[src/rtl/pong_pkg.sv]
// Shared definitions for the pong game controller: state encoding, coordinate
// width, default screen geometry and a saturating score helper.
package pong_pkg;

  localparam int CW = 11;

  typedef enum logic [2:0] {
    S_IDLE  = 3'd0,
    S_SERVE = 3'd1,
    S_PLAY  = 3'd2,
    S_MISS  = 3'd3,
    S_OVER  = 3'd4
  } state_t;

  localparam int DEF_SCREEN_W     = 800;
  localparam int DEF_SCREEN_H     = 600;
  localparam int DEF_BALL_SZ      = 8;
  localparam int DEF_PAD_W        = 80;
  localparam int DEF_PAD_Y        = 560;
  localparam int DEF_BALL_STEP    = 2;
  localparam int DEF_PAD_STEP     = 4;
  localparam int DEF_LIVES_INIT   = 3;
  localparam int DEF_SERVE_FRAMES = 60;
  localparam int SCORE_MAX        = 63;

  function automatic logic [5:0] sat_inc(input logic [5:0] v);
    return (v == 6'(SCORE_MAX)) ? v : v + 6'd1;
  endfunction

endpackage

[src/rtl/pong_game_ctrl_ball_step.sv]
// One-frame ball motion: next position and direction per axis, plus paddle
// hit and bottom-wall miss detection. Purely combinational.
module ball_step
  import pong_pkg::*;
#(
  parameter int SCREEN_W  = DEF_SCREEN_W,
  parameter int SCREEN_H  = DEF_SCREEN_H,
  parameter int BALL_SZ   = DEF_BALL_SZ,
  parameter int PAD_W     = DEF_PAD_W,
  parameter int PAD_Y     = DEF_PAD_Y,
  parameter int BALL_STEP = DEF_BALL_STEP
) (
  input  logic [CW-1:0] x,
  input  logic [CW-1:0] y,
  input  logic          dx_left,
  input  logic          dy_up,
  input  logic [CW-1:0] pad_x,
  output logic [CW-1:0] nx,
  output logic [CW-1:0] ny,
  output logic          ndx_left,
  output logic          ndy_up,
  output logic          hit,
  output logic          miss
);

  // One spare bit keeps every sum and compare free of wrap-around.
  localparam logic [11:0] STEP  = 12'(BALL_STEP);
  localparam logic [11:0] BSZ   = 12'(BALL_SZ);
  localparam logic [11:0] X_MAX = 12'(SCREEN_W - BALL_SZ);
  localparam logic [11:0] PADY  = 12'(PAD_Y);
  localparam logic [11:0] PADW  = 12'(PAD_W);
  localparam logic [11:0] SH    = 12'(SCREEN_H);

  logic [11:0] x12, y12, p12, x_inc, x_dec, y_inc, y_dec;

  assign x12   = {1'b0, x};
  assign y12   = {1'b0, y};
  assign p12   = {1'b0, pad_x};
  assign x_inc = x12 + STEP;
  assign x_dec = x12 - STEP;
  assign y_inc = y12 + STEP;
  assign y_dec = y12 - STEP;

  assign hit  = !dy_up && (y12 + BSZ <= PADY) && (y12 + BSZ + STEP >= PADY)
                && (x12 + BSZ > p12) && (x12 < p12 + PADW);
  assign miss = !dy_up && !hit && (y12 + BSZ + STEP >= SH);

  always_comb begin
    nx       = x;
    ndx_left = dx_left;
    if (!dx_left) begin
      if (x_inc >= X_MAX) begin
        nx       = CW'(X_MAX);
        ndx_left = 1'b1;
      end else begin
        nx = CW'(x_inc);
      end
    end else if (x12 <= STEP) begin
      nx       = '0;
      ndx_left = 1'b0;
    end else begin
      nx = CW'(x_dec);
    end

    ny     = y;
    ndy_up = dy_up;
    if (dy_up) begin
      if (y12 <= STEP) begin
        ny     = '0;
        ndy_up = 1'b0;
      end else begin
        ny = CW'(y_dec);
      end
    end else if (hit) begin
      ny     = CW'(PADY - BSZ);
      ndy_up = 1'b1;
    end else if (!miss) begin
      ny = CW'(y_inc);
    end
  end

endmodule

[src/rtl/pong_game_ctrl.sv]
// Pong game sequencer: serve/play/miss/over FSM advancing ball, paddle, score
// and lives once per frame_tick. All outputs come straight from registers.
module pong_game_ctrl
  import pong_pkg::*;
#(
  parameter int SCREEN_W     = DEF_SCREEN_W,
  parameter int SCREEN_H     = DEF_SCREEN_H,
  parameter int BALL_SZ      = DEF_BALL_SZ,
  parameter int PAD_W        = DEF_PAD_W,
  parameter int PAD_Y        = DEF_PAD_Y,
  parameter int BALL_STEP    = DEF_BALL_STEP,
  parameter int PAD_STEP     = DEF_PAD_STEP,
  parameter int LIVES_INIT   = DEF_LIVES_INIT,
  parameter int SERVE_FRAMES = DEF_SERVE_FRAMES
) (
  input  logic        clk,
  input  logic        rst,
  input  logic        frame_tick,
  input  logic        start,
  input  logic        btn_left,
  input  logic        btn_right,
  output logic        game_over,
  output logic [1:0]  lives,
  output logic [5:0]  score,
  output logic [5:0]  hiscore,
  output logic [10:0] ball_x,
  output logic [10:0] ball_y,
  output logic [10:0] pad_x,
  output logic [10:0] pad_y,
  output logic [2:0]  state
);

  localparam int          CNT_W   = $clog2(SERVE_FRAMES + 1);
  localparam logic [CW-1:0] BALL_X0 = CW'(SCREEN_W / 2 - BALL_SZ / 2);
  localparam logic [CW-1:0] BALL_Y0 = CW'(SCREEN_H / 2 - BALL_SZ / 2);
  localparam logic [CW-1:0] PAD_X0  = CW'((SCREEN_W - PAD_W) / 2);
  localparam logic [11:0]   PAD_MAX = 12'(SCREEN_W - PAD_W);
  localparam logic [11:0]   PSTEP   = 12'(PAD_STEP);
  localparam logic [1:0]    LIVES0  = 2'(LIVES_INIT);

  state_t            state_q, state_d;
  logic [CNT_W-1:0]  cnt_q, cnt_d;
  logic [CW-1:0]     bx_q, bx_d, by_q, by_d, px_q, px_d;
  logic              dxl_q, dxl_d, dyu_q, dyu_d;
  logic [1:0]        lives_q, lives_d;
  logic [5:0]        score_q, score_d, hi_q, hi_d;
  logic              go_q, go_d;

  logic [CW-1:0]     step_x, step_y, pad_mv;
  logic              step_dxl, step_dyu, hit, miss, serve_done;
  logic [11:0]       pad_wide, pad_r;

  ball_step #(
    .SCREEN_W (SCREEN_W),
    .SCREEN_H (SCREEN_H),
    .BALL_SZ  (BALL_SZ),
    .PAD_W    (PAD_W),
    .PAD_Y    (PAD_Y),
    .BALL_STEP(BALL_STEP)
  ) u_ball_step (
    .x       (bx_q),
    .y       (by_q),
    .dx_left (dxl_q),
    .dy_up   (dyu_q),
    .pad_x   (px_q),
    .nx      (step_x),
    .ny      (step_y),
    .ndx_left(step_dxl),
    .ndy_up  (step_dyu),
    .hit     (hit),
    .miss    (miss)
  );

  assign pad_wide   = {1'b0, px_q};
  assign pad_r      = pad_wide + PSTEP;
  assign serve_done = (cnt_q == CNT_W'(SERVE_FRAMES - 1));

  always_comb begin
    pad_mv = px_q;
    if (btn_right && !btn_left)
      pad_mv = (pad_r > PAD_MAX) ? CW'(PAD_MAX) : CW'(pad_r);
    else if (btn_left && !btn_right)
      pad_mv = (pad_wide <= PSTEP) ? '0 : CW'(pad_wide - PSTEP);
  end

  // NOTE: sequential state uses non-blocking assignments so every register
  // samples pre-edge values regardless of block ordering.
  always_ff @(posedge clk or posedge rst) begin
    if (rst) state_q <= S_IDLE;
    else     state_q <= state_d;
  end

  always_comb begin
    state_d = state_q;
    case (state_q)
      S_IDLE:  if (start) state_d = S_SERVE;
      S_SERVE: if (frame_tick && serve_done) state_d = S_PLAY;
      S_PLAY:  if (frame_tick && miss) state_d = S_MISS;
      S_MISS:  state_d = (lives_q <= 2'd1) ? S_OVER : S_SERVE;
      S_OVER:  if (start) state_d = S_SERVE;
      default: state_d = S_IDLE;
    endcase
  end

  always_comb begin
    cnt_d   = cnt_q;
    bx_d    = bx_q;
    by_d    = by_q;
    dxl_d   = dxl_q;
    dyu_d   = dyu_q;
    px_d    = px_q;
    lives_d = lives_q;
    score_d = score_q;
    hi_d    = hi_q;
    go_d    = go_q;
    if (frame_tick && (state_q == S_SERVE || state_q == S_PLAY)) px_d = pad_mv;
    case (state_q)
      S_IDLE: if (start) cnt_d = '0;
      S_SERVE: if (frame_tick) begin
        cnt_d = cnt_q + CNT_W'(1);
        if (serve_done) begin
          dxl_d = 1'b0;
          dyu_d = 1'b0;
        end
      end
      S_PLAY: if (frame_tick && !miss) begin
        bx_d  = step_x;
        by_d  = step_y;
        dxl_d = step_dxl;
        dyu_d = step_dyu;
        if (hit) score_d = sat_inc(score_q);
      end
      S_MISS: begin
        lives_d = lives_q - 2'd1;
        if (lives_q <= 2'd1) begin
          go_d = 1'b1;
          hi_d = (score_q > hi_q) ? score_q : hi_q;
        end else begin
          bx_d  = BALL_X0;
          by_d  = BALL_Y0;
          cnt_d = '0;
        end
      end
      S_OVER: if (start) begin
        score_d = '0;
        lives_d = LIVES0;
        bx_d    = BALL_X0;
        by_d    = BALL_Y0;
        go_d    = 1'b0;
        cnt_d   = '0;
      end
      default: ;
    endcase
  end

  always_ff @(posedge clk or posedge rst) begin
    if (rst) begin
      cnt_q   <= '0;
      bx_q    <= BALL_X0;
      by_q    <= BALL_Y0;
      dxl_q   <= 1'b0;
      dyu_q   <= 1'b0;
      px_q    <= PAD_X0;
      lives_q <= LIVES0;
      score_q <= '0;
      hi_q    <= '0;
      go_q    <= 1'b0;
    end else begin
      cnt_q   <= cnt_d;
      bx_q    <= bx_d;
      by_q    <= by_d;
      dxl_q   <= dxl_d;
      dyu_q   <= dyu_d;
      px_q    <= px_d;
      lives_q <= lives_d;
      score_q <= score_d;
      hi_q    <= hi_d;
      go_q    <= go_d;
    end
  end

  assign state     = state_q;
  assign game_over = go_q;
  assign lives     = lives_q;
  assign score     = score_q;
  assign hiscore   = hi_q;
  assign ball_x    = bx_q;
  assign ball_y    = by_q;
  assign pad_x     = px_q;
  assign pad_y     = CW'(PAD_Y);

endmodule

[config.mk]
export PLATFORM = sky130hd
export DESIGN_NAME = pong_game_ctrl
export DESIGN_NICKNAME = d
export VERILOG_FILES = /design/src/rtl/pong_pkg.sv /design/src/rtl/pong_game_ctrl_ball_step.sv /design/src/rtl/pong_game_ctrl.sv
export SDC_FILE = /design/constraint.sdc
export NUM_CORES = 1
export LEC_CHECK = 0
export ABC_CLOCK_PERIOD_IN_PS = 9950
export CORE_MARGIN = 3
export CORE_UTILIZATION = 41
export CTS_CLUSTER_DIAMETER = 100
export CTS_CLUSTER_SIZE = 40
export DETAILED_ROUTE_END_ITERATION = 12
export HOLD_SLACK_MARGIN = 0.03
export PLACE_DENSITY = 0.69
export SLEW_MARGIN = 10
export SYNTH_ARGS = -nofsm -noshare
export SYNTH_HDL_FRONTEND = slang
export SYNTH_SLANG_ARGS = --single-unit
[constraint.sdc]
create_clock -name clk -period 9.95 [get_ports clk]
set_input_delay 2.4875 -clock clk [delete_from_list [all_inputs] [get_ports clk]]
set_output_delay 2.4875 -clock clk [all_outputs]
set_load 0.01 [all_outputs]
# [After elaboration in Yosys (flattened, before gate mapping)]
# Index checks and enable logic that the tools add are counted.
# W data, S select, Z words.
[totals] input_bits=6 regBits=59 latchBits=0 mem_bits_rw=0 rom_bits=0 n_memories=0 out_inout_bits=62
[op_classes] n_mux=49 bitwise=0 mul=0 shifts=0 n_reduce_logical=36 order_cmp=12 n_div=0 eq_ne=18 n_addsub=13
[ops] operator="$mux W11" n=17
[ops] operator="$pmux W11 S3" n=2
[ops] operator="$ge A12 B10 Y1 const B" n=3
[ops] operator="$mux W6" n=6
[ops] operator="$add A11 B4 Y12 const B" n=2
[ops] operator="$le A11 B2 Y1 const B" n=2
[ops] operator="$sub A11 B2 Y11 const B" n=2
[ops] operator="$pmux W6 S3" n=1
[ops] operator="$ne A2 B2 Y1 const B" n=8
[ops] operator="$add A11 B2 Y12 const B" n=1
[ops] operator="$add A11 B3 Y12 const B" n=1
[ops] operator="$add A11 B7 Y12 const B" n=1
[ops] operator="$add A12 B2 Y12 const B" n=1
[ops] operator="$add A6 B1 Y6 const B" n=2
[ops] operator="$eq A6 B6 Y1 const B" n=2
[ops] operator="$gt A12 B10 Y1 const B" n=1
[ops] operator="$gt A12 B11 Y1" n=1
[ops] operator="$le A12 B10 Y1 const B" n=1
[ops] operator="$logic_and A1 B1 Y1" n=12
[ops] operator="$lt A11 B12 Y1" n=1
[ops] operator="$mux W1" n=12
[ops] operator="$mux W3" n=4
[ops] operator="$pmux W3 S4" n=1
[ops] operator="$pmux W6 S2" n=1
[ops] operator="other kinds (24)" n=43

# [Longest topological paths before layout]
[depth] ltp_word=14 ltp_mapped=16 mapped_depth_nobuf=14

# [Cells and area by module]
# Synthesis repeated with hierarchy kept, for this count alone.
[unflattened] hier_cells=789 area_unflattened_um2=6003.3
[modules_own_cells] module="pong_game_ctrl" n_inst=1 area_each_um2=3515.9 seq_area_each_um2=1442.6 cells_per_inst=413
[modules_own_cells] module="ball_step" n_inst=1 area_each_um2=2487.4 seq_area_each_um2=0.0 cells_per_inst=376

# [Worst setup path before layout]
# Ideal clock, no wire load.
[synth_timing] kind="input to register" from="in frame_tick" to="reg dxl_q" setup_slack_ps=6206 n_path_buf=1 arrival_ps=3633 cell_stages=6 t_required_ps=9840 cell_sequence="clkbuf_1 > nand2_1 > nor3_1 > a21oi_1 > or2_2 > o41ai_1"
[synth_via] elab_chain_len=3 elab_cells_between_ends=4
[synth_rtl] item="start: declaration" line="pong_game_ctrl.sv:18" text="input logic frame_tick,"
[synth_rtl] item="$logic_and A1 B1 Y1" line="pong_game_ctrl.sv:126" text="S_PLAY: if (frame_tick && !miss) begin"
[synth_rtl] item="$ne A2 B1 Y1 (no source line)"
[synth_rtl] item="$reduce_and A4 Y1 (no source line) (*)"
[synth_rtl] item="end signal: assignment" line="pong_game_ctrl.sv:172" text="dxl_q <= dxl_d;"
[synth_rtl] item="end: declaration" line="pong_game_ctrl.sv:44" text="logic dxl_q, dxl_d, dyu_q, dyu_d;"
# Mark *: on every way between the ends. The rest lies on a longest branch, timed or not.
# A chain may end at the register's enable or synchronous reset.

# [Worst setup path in the final report]
[layout_timing] from="reg by_q[3], in the netlist ball_y[3]" to="reg by_q[3], in the netlist ball_y[3]"
[layout_via] elab_chain_len=13 elab_cells_between_ends=26
[layout_rtl] item="start: declaration" line="pong_game_ctrl.sv:43" text="logic [CW-1:0] bx_q, bx_d, by_q, by_d, px_q, px_d;"
[layout_rtl] item="start signal: assignment" line="pong_game_ctrl.sv:171" text="by_q <= by_d;"
[layout_rtl] item="$add A11 B4 Y12" line="pong_game_ctrl_ball_step.sv:44, pong_game_ctrl_ball_step.sv:46"
[layout_rtl] item="$add A12 B2 Y12 or $le A12 B10 Y1 (tied branches)" line="pong_game_ctrl_ball_step.sv:44, pong_game_ctrl_ball_step.sv:46"
[layout_rtl] item="$ge A12 B10 Y1 or $logic_and A1 B1 Y1 (tied branches)" line="pong_game_ctrl_ball_step.sv:44" text="assign hit = !dy_up && (y12 + BSZ <= PADY) && (y12 + BSZ + STEP >= PADY)"
[layout_rtl] item="$logic_and A1 B1 Y1" line="pong_game_ctrl_ball_step.sv:44"
[layout_rtl] item="$logic_and A1 B1 Y1 (2 in a row)" line="pong_game_ctrl_ball_step.sv:45" text="&& (x12 + BSZ > p12) && (x12 < p12 + PADW);"
[layout_rtl] item="$logic_not A1 Y1" line="pong_game_ctrl_ball_step.sv:46" text="assign miss = !dy_up && !hit && (y12 + BSZ + STEP >= SH);"
[layout_rtl] item="$logic_and A1 B1 Y1 (2 in a row)" line="pong_game_ctrl_ball_step.sv:46"
[layout_rtl] item="$logic_not A1 Y1"
[layout_rtl] item="$logic_and A1 B1 Y1" line="pong_game_ctrl.sv:126"
[layout_rtl] item="$ne A2 B1 Y1 (no source line)"
[layout_rtl] item="$reduce_and A5 Y1 (no source line)"
# Parallel ways exist; a longest one is shown, timed or not. The select of a mux whose other input is x is not followed.

==> results.toml <==
[outcome]
status = "completed"

[layout]
register_area_mm2 = 0.00139
antennaDiodeCount = 0
n_fill_cell = 1259
final_cells = 871
multi_input_area_mm2 = 0.00367
finalNetCount = 751
drive_gt1_share_pct = 7.44
syn_to_final_growth_pct = 12.2

[global_route]
grt_pass1_wl_mm = 25.2
grt_overflow = 0
antenna_found_initial = 0
grt_pass1_vias = 5067
grtUsageTotal_pct = 20.5
grt_max_degree = 56

[clock_tree]
hold_buffers = 0
clk_pin_slew_ps = 80
numCtsBuffers = 5
cts_tree = "yes"
ctsResizeCount = 0
cts_max_path_buffers = 2
h-tree-depth = 2
root_buffer = "clkbuf_16"
clkSinkCount = 55
post-cts-setup-buffer-count = 0
clk_latency_ps = 300

[critical_path]
crit_type = "flop to flop"
cp-end-kind = "flop"
max_stage_delay_ps = 760
path_buf_inv = 2
cp_cell_sequence = "ha_1 > inv_1 > nor4_2 > a211oi_1 > or4_4 > mux2i_1 > a211oi_2 > o31ai_2 > buf_4 > or2_1 > o32a_1"
slowest_stage = "dfstp_2"
cp.arrival_ps = 4560
cp_top_family = "compound AO/OA/AOI/OAI gates"
required_ps = 10170
worstPathMaxFanout = 21
startpoint_type = "flop"

[sta]
whs_ps = 498
tightest_slew_ps = 923
hold_viol_final = 0
slew_headroom_pct = 38.3
timing.final.crit_share_pct = 43.6
fmax_mhz = 230
skew_ps = 12.6
slew_viol_final = 0
tns_ps = 0
finalSetupViolCount = 0
layout_min_cycle_time_ps = 4340
grt_setup_unrepaired = "false"

[die]
fp.coreArea_mm2 = 0.0128
die_h_um = 121
initial_core_util_pct = 42.6
die_w_um = 121
row_count = 41
ios = 68
dieArea_mm2 = 0.0148

[power]
ir_drop_uv = 66.3
power_density_mw_per_mm2 = 122
p_leak_nw = 2.59
power_mw = 0.751

[synthesis]
synth_common_cells = "nand2_1, o21ai_0, ha_1, nor2_1, dfrtp_1"
syn_inst = 674
synth_top_area_share_pct = 19.2
synth.most_common_cell = "nand2_1"
yosysWarningCount = 0
ys_seq_area_share_pct = 25.5
ys_seq_elements = 55
synthDistinctLibCells = 83
synthesis.area_mm2 = 0.00547
synth.largest_area_cell = "dfrtp_1"
synth-async-reset-ratio_pct = 100
synth_edf_count = 0
synth_ff_type = "dfrtp_1"
synth_area_leaders = "dfrtp_1, ha_1, dfstp_2"
synth_area_per_cell_um2 = 8.11

[routing]
drc = 0
wirelength_mm = 15.3
viasPerCell = 6.19
dr.pass1.iters = 7
drt.antenna.violating_nets = 0
wl_per_cell_um = 17.6
met1_length_mm = 6.67
route.vias.total = 5388
dr.first_iter.drc_count = 525
wl_met2_mm = 7.31
top_layer = "met4"
wl_met3_mm = 1.04

[min_path]
hp-class = "flop to flop"

[placement]
place_inst = 863
place_congestion = 0.950
io_buffers = 52
hpwlAfterDp_mm = 11.4

[run]
drv_cap = 0
[where the power goes]
part	internal (mW)	leakage (nW)	switching, mW
logic	0.113	1.85	0.155
clock network	0.0977	0.0776	0.0928
registers	0.251	0.669	0.0412
total	0.462	2.59	0.289
[cell type report]
cell class	instances	share of cell area, %
inverter	41	2.51
clock buffer	5	2.04
clock inverter	3	0.551
timing repair buffer	55	8.85
multi-input combinational	540	59.8
sequential	55	22.7
tap	172	3.51
[kinds of logic (layout without fill, tap and decap cells)]
logic type,count (synthesis),count (layout),synth area share [%]
compound gates,209,209,26.5
fa+ha+maj,47,47,10.8
xor+xnor,35,35,5.74
other cells,2,15,0.137
flops,55,55,25.5
simple gates,220,220,20.3
mux,14,14,2.84
buf+inv,92,104,8.26
[final timing paths]
| path | startpoint | end | slack, ps | cells after the start |
|---|---|---|---|---|
| worst min register to register | cnt_q[5] | cnt_q[5] | 500 | 1 |
| worst max register to register | ball_y[3] | ball_y[3] | 5610 | 11 |
| worst min-delay path | cnt_q[5] | cnt_q[5] | 500 | 1 |
| worst max-delay path | ball_y[3] | ball_y[3] | 5610 | 11 |
| min in group asynchronous | rst | hiscore[4] | 2710 | 3 |
| max in group asynchronous | rst | ball_y[2] | 6750 | 3 |
[layout by cell type (no fill, tap or decap), types with 9 or more instances in the layout]
cell type,netlist,layout
clkdlybuf4s50_1,0,52
xor2_1,11,11
o22ai_1,9,9
nor2_1,46,46
nor2b_1,10,10
a31oi_1,11,11
inv_1,39,38
nor3_1,20,20
conb_1,2,15
nand2_1,53,53
o31ai_1,10,10
o21ai_0,52,52
ha_1,47,47
nand3_1,28,28
xnor2_1,23,23
dfstp_2,13,13
dfrtp_1,42,42
a21oi_1,32,32
o211ai_1,10,10
[per-stage QoR]
stage | setup slack, ps | util, % | instance area (µm²)
global route | 5410 | 47.8 | 6140
global placement | 5500 | 46.6 | 5980
detailed placement | 5450 | 46.6 | 5980
CTS | 5640 | 47.8 | 6140
floorplan | 6140 | - | 5520
finish | 5610 | 47.8 | 6140
[metal layers]
metal	GRT usage (%)	vias up
met5	0	-
met4	5.67	0
met3	2.05	24
met2	34.1	265
met1	28.4	2591
li1	-	2508
[flip-flops by register name, indices dropped and copies added, names as in the netlist]
name       count
ball_x        10
ball_y        10
cnt_q          6
dxl_q          1
dyu_q          1
game_over      1
hiscore        6
lives          2
pad_x          9
score          6
state          3
[worst reg2reg max path, stage by stage (launching register included)]
cell and delay, ps:
dfstp_2 760, ha_1 400, inv_1 120, nor4_2 250, a211oi_1 90, or4_4 560, mux2i_1 170, a211oi_2 740
o31ai_2 140, buf_4 240, or2_1 400, o32a_1 400
Note: power is estimated with default switching activity, not from simulation.
==> edit, RTL diff (same flow settings) <==
Compare `cnt_q` against `CNT_W'(SERVE_FRAMES - 1)` with >= in place of ==.
--- a/src/rtl/pong_game_ctrl.sv
+++ b/src/rtl/pong_game_ctrl.sv
@@ -73,7 +73,7 @@
 
   assign pad_wide   = {1'b0, px_q};
   assign pad_r      = pad_wide + PSTEP;
-  assign serve_done = (cnt_q == CNT_W'(SERVE_FRAMES - 1));
+  assign serve_done = (cnt_q >= CNT_W'(SERVE_FRAMES - 1));
 
   always_comb begin
     pad_mv = px_q;
Behaviour: same outputs for any inputs over 10 cycles, from zero or initial values and one cycle with rst high; that may be too few to reach the edited logic, so the function may still have changed.
==> edit against the unedited design <==
  * Synthesized cell count is 3.4% higher
  * Routed wire length is 1.9% lower
  * Critical endpoint is now ball_y[7]$_DFFE_PP0P_
  * Sequential cell count stayed put
  * Sequential share of layout area is 0.58 points lower
  * Cell area is 2.6% higher
  * Setup slack worse by 0.10 ns
  * Clock skew is 0.0075 ns lower
  * Die area is 2.7% higher
  * Via count is 0.58% lower
  * First-iteration DRC count is 6.1% lower
  * Critical path type unchanged
  * Global-route usage is 0.79 points lower
  * Area after synthesis is 2.8% higher
Power is not compared: it rests on default switching activity, and its combinational part moved more than twofold at a synthesized area within 25%.
==> edit: results (changes against the unedited design) <==
* Status: complete, no violations (unchanged)
* CP max FO at 16 (was 21)
* Arrival time worst endpoint at 4.62 ns (was 4.56 ns)
* First-pass detailed-route iteration total at 5 (was 7)
* Synth top cells by count: 65 x nand2_1, 55 x nor2_1, 47 x ha_1, 47 x o21ai_0, 43 x a21oi_1 (was 53 x nand2_1, 52 x o21ai_0, 47 x ha_1)
* Worst Max-Slew Pin Slew at 1.00 ns (was 0.923 ns)
* Worst hold path stage count at 1 (unchanged)
* Reg2Reg Depth at 14 (was 11)
* Root buffer cell: clkbuf_16 (unchanged)
* Largest net degree at the start of global routing at 56 (unchanged)
* Synth Warn # at 0 (unchanged)
* Seq/Total Area, Yosys at 24.8% (was 25.5%)
* Worst Skew at 0.00516 ns (was 0.0126 ns)
* HPWL after detailed placement at 11100 µm (was 11400 µm)
* Fin nets at 767 (was 751)
* Hold Path Origin: cnt_q[5]$_DFFE_PP0P_ (unchanged)
* GRT Total Usage at 19.7% (was 20.5%)
* Vias at 5357 (was 5388)
* Global-route wire length before repair at 24600 µm (was 25200 µm)
* Filler cell count at 1279 (was 1259)
* Max IR drop VDD at 0.104 mV
* H-tree levels at 2 (unchanged)
* Crit. Startpoint: ball_x[3]$_DFFE_PP1P_ (was ball_y[3]$_DFFE_PP1P_)
* WL/cell at 16.8 µm (was 17.6 µm)
* Worst reg2reg endpoint: ball_y[7]$_DFFE_PP0P_ (was ball_y[3]$_DFFE_PP1P_)
* Leak at 2.64 nW
* Slowest stage delay, CP at 0.65 ns (was 0.76 ns)
* Initial DRC Count at 493 (was 525)
* Number of global-route vias before repair at 4921 (was 5067)
* Ys async rst share at 100% (unchanged)
* Initial antenna violation count at 0 (unchanged)
* Final GP Congestion at 0.916 (was 0.950)
* CP max-delay cell: dfstp_2 (unchanged)
* Yosys cell types at 85 (was 83)
* R2R Setup Slk at 5.51 ns (was 5.61 ns)
* Top post-synthesis cells by area: dfrtp_1 19%, ha_1 10%, dfstp_2 6.1% (was dfrtp_1 19%, ha_1 11%, dfstp_2 6.2%)
* PortBufs at 52 (unchanged)
* Final hold viol count at 0 (unchanged)
* Share of layout cells above drive strength 1 at 7.83% (was 7.44%)
* Worst reg2reg path startpoint: ball_x[3]$_DFFE_PP1P_ (was ball_y[3]$_DFFE_PP1P_)
edit: cell count changes after synthesis, sizes merged, moves of 4 or more:
cell    delta
o221ai     +4
a21oi     +12
nor3       -7
nand3      -6
o22ai      -4
nor4       +4
nor2       +9
o21bai     +5
nand2     +12
o211ai     -7
or4        -5
edit: worst max-delay path, delay by kind of cell, from the launching register on:
kind            cells  cell delay [ns]
fa+ha+maj           2             0.54
simple gates        7             1.71
flops               1             0.65
compound gates      4             1.24
xor+xnor            1             0.18
edit: how the worst max path moves through the flow:
stage,endpoint,slack (ns),cells after the start
after floorplan,ball_x[5]$_DFFE_PP0P_,5.91,16
after global placement,ball_y[6]$_DFFE_PP0P_,5.49,6
after detailed placement,ball_y[7]$_DFFE_PP0P_,5.44,6
after CTS,ball_y[7]$_DFFE_PP0P_,5.57,14
after global routing,ball_y[6]$_DFFE_PP0P_,5.21,14
final,ball_y[7]$_DFFE_PP0P_,5.51,14
edit: metrics by stage:
| step | std cells | cell area, µm² | hold WS, ns | worst slack, ns |
|---|---|---|---|---|
| 6_report | 891 | 6300 | 0.493 | 5.51 |
| 5_1_grt | 891 | 6300 | 0.550 | 5.21 |
| 4_1_cts | 891 | 6300 | 0.496 | 5.57 |
| 3_5_place_dp | 883 | 6100 | 0.483 | 5.44 |
| 3_3_place_gp | 883 | 6100 | 0.470 | 5.49 |
| 2_1_floorplan | 710 | 5670 | 0.445 | 5.91 |
edit: cells by family after synthesis:
logic type	synth area share, %
adders and majority gates	10.5
and+or+nand+nor	22.6
DFF	24.8
xor gates and xnor gates	5.57
AOI/OAI and AO/OA	26.4
other	0.134
buffers and inverters	8.30
muxes	1.74
edit: layout make-up:
type	count	area, µm²	share of cell area [%]
multi-input combinational	559	3810	60.5
timing repair buffer	53	528	8.38
tap	176	220	3.50
clock buffer	5	125	1.99
inverter	40	150	2.38
sequential	55	1390	22.1
clock inverter	3	71.3	1.13
edit: power groups by stage:
stage	sequential [W]	clock, W	combinational (W)
global route	0.000386	0.000247	0.000607
floorplan	0.000334	0	0.000407
global placement	0.000374	0	0.000518
finish	0.000376	0.000230	0.000543
detailed placement	0.000376	0	0.000536
CTS	0.000372	0.000236	0.000539
edit: per-layer routing:
layer  GRT usage, %  up-vias  part of all wire, %
li1               -     2554                    -
met1           27.5     2571                   45
met2           31.8      214                   46
met3           3.48       18                  7.0
met4           4.84        0                  1.2
met5              0        -                    0
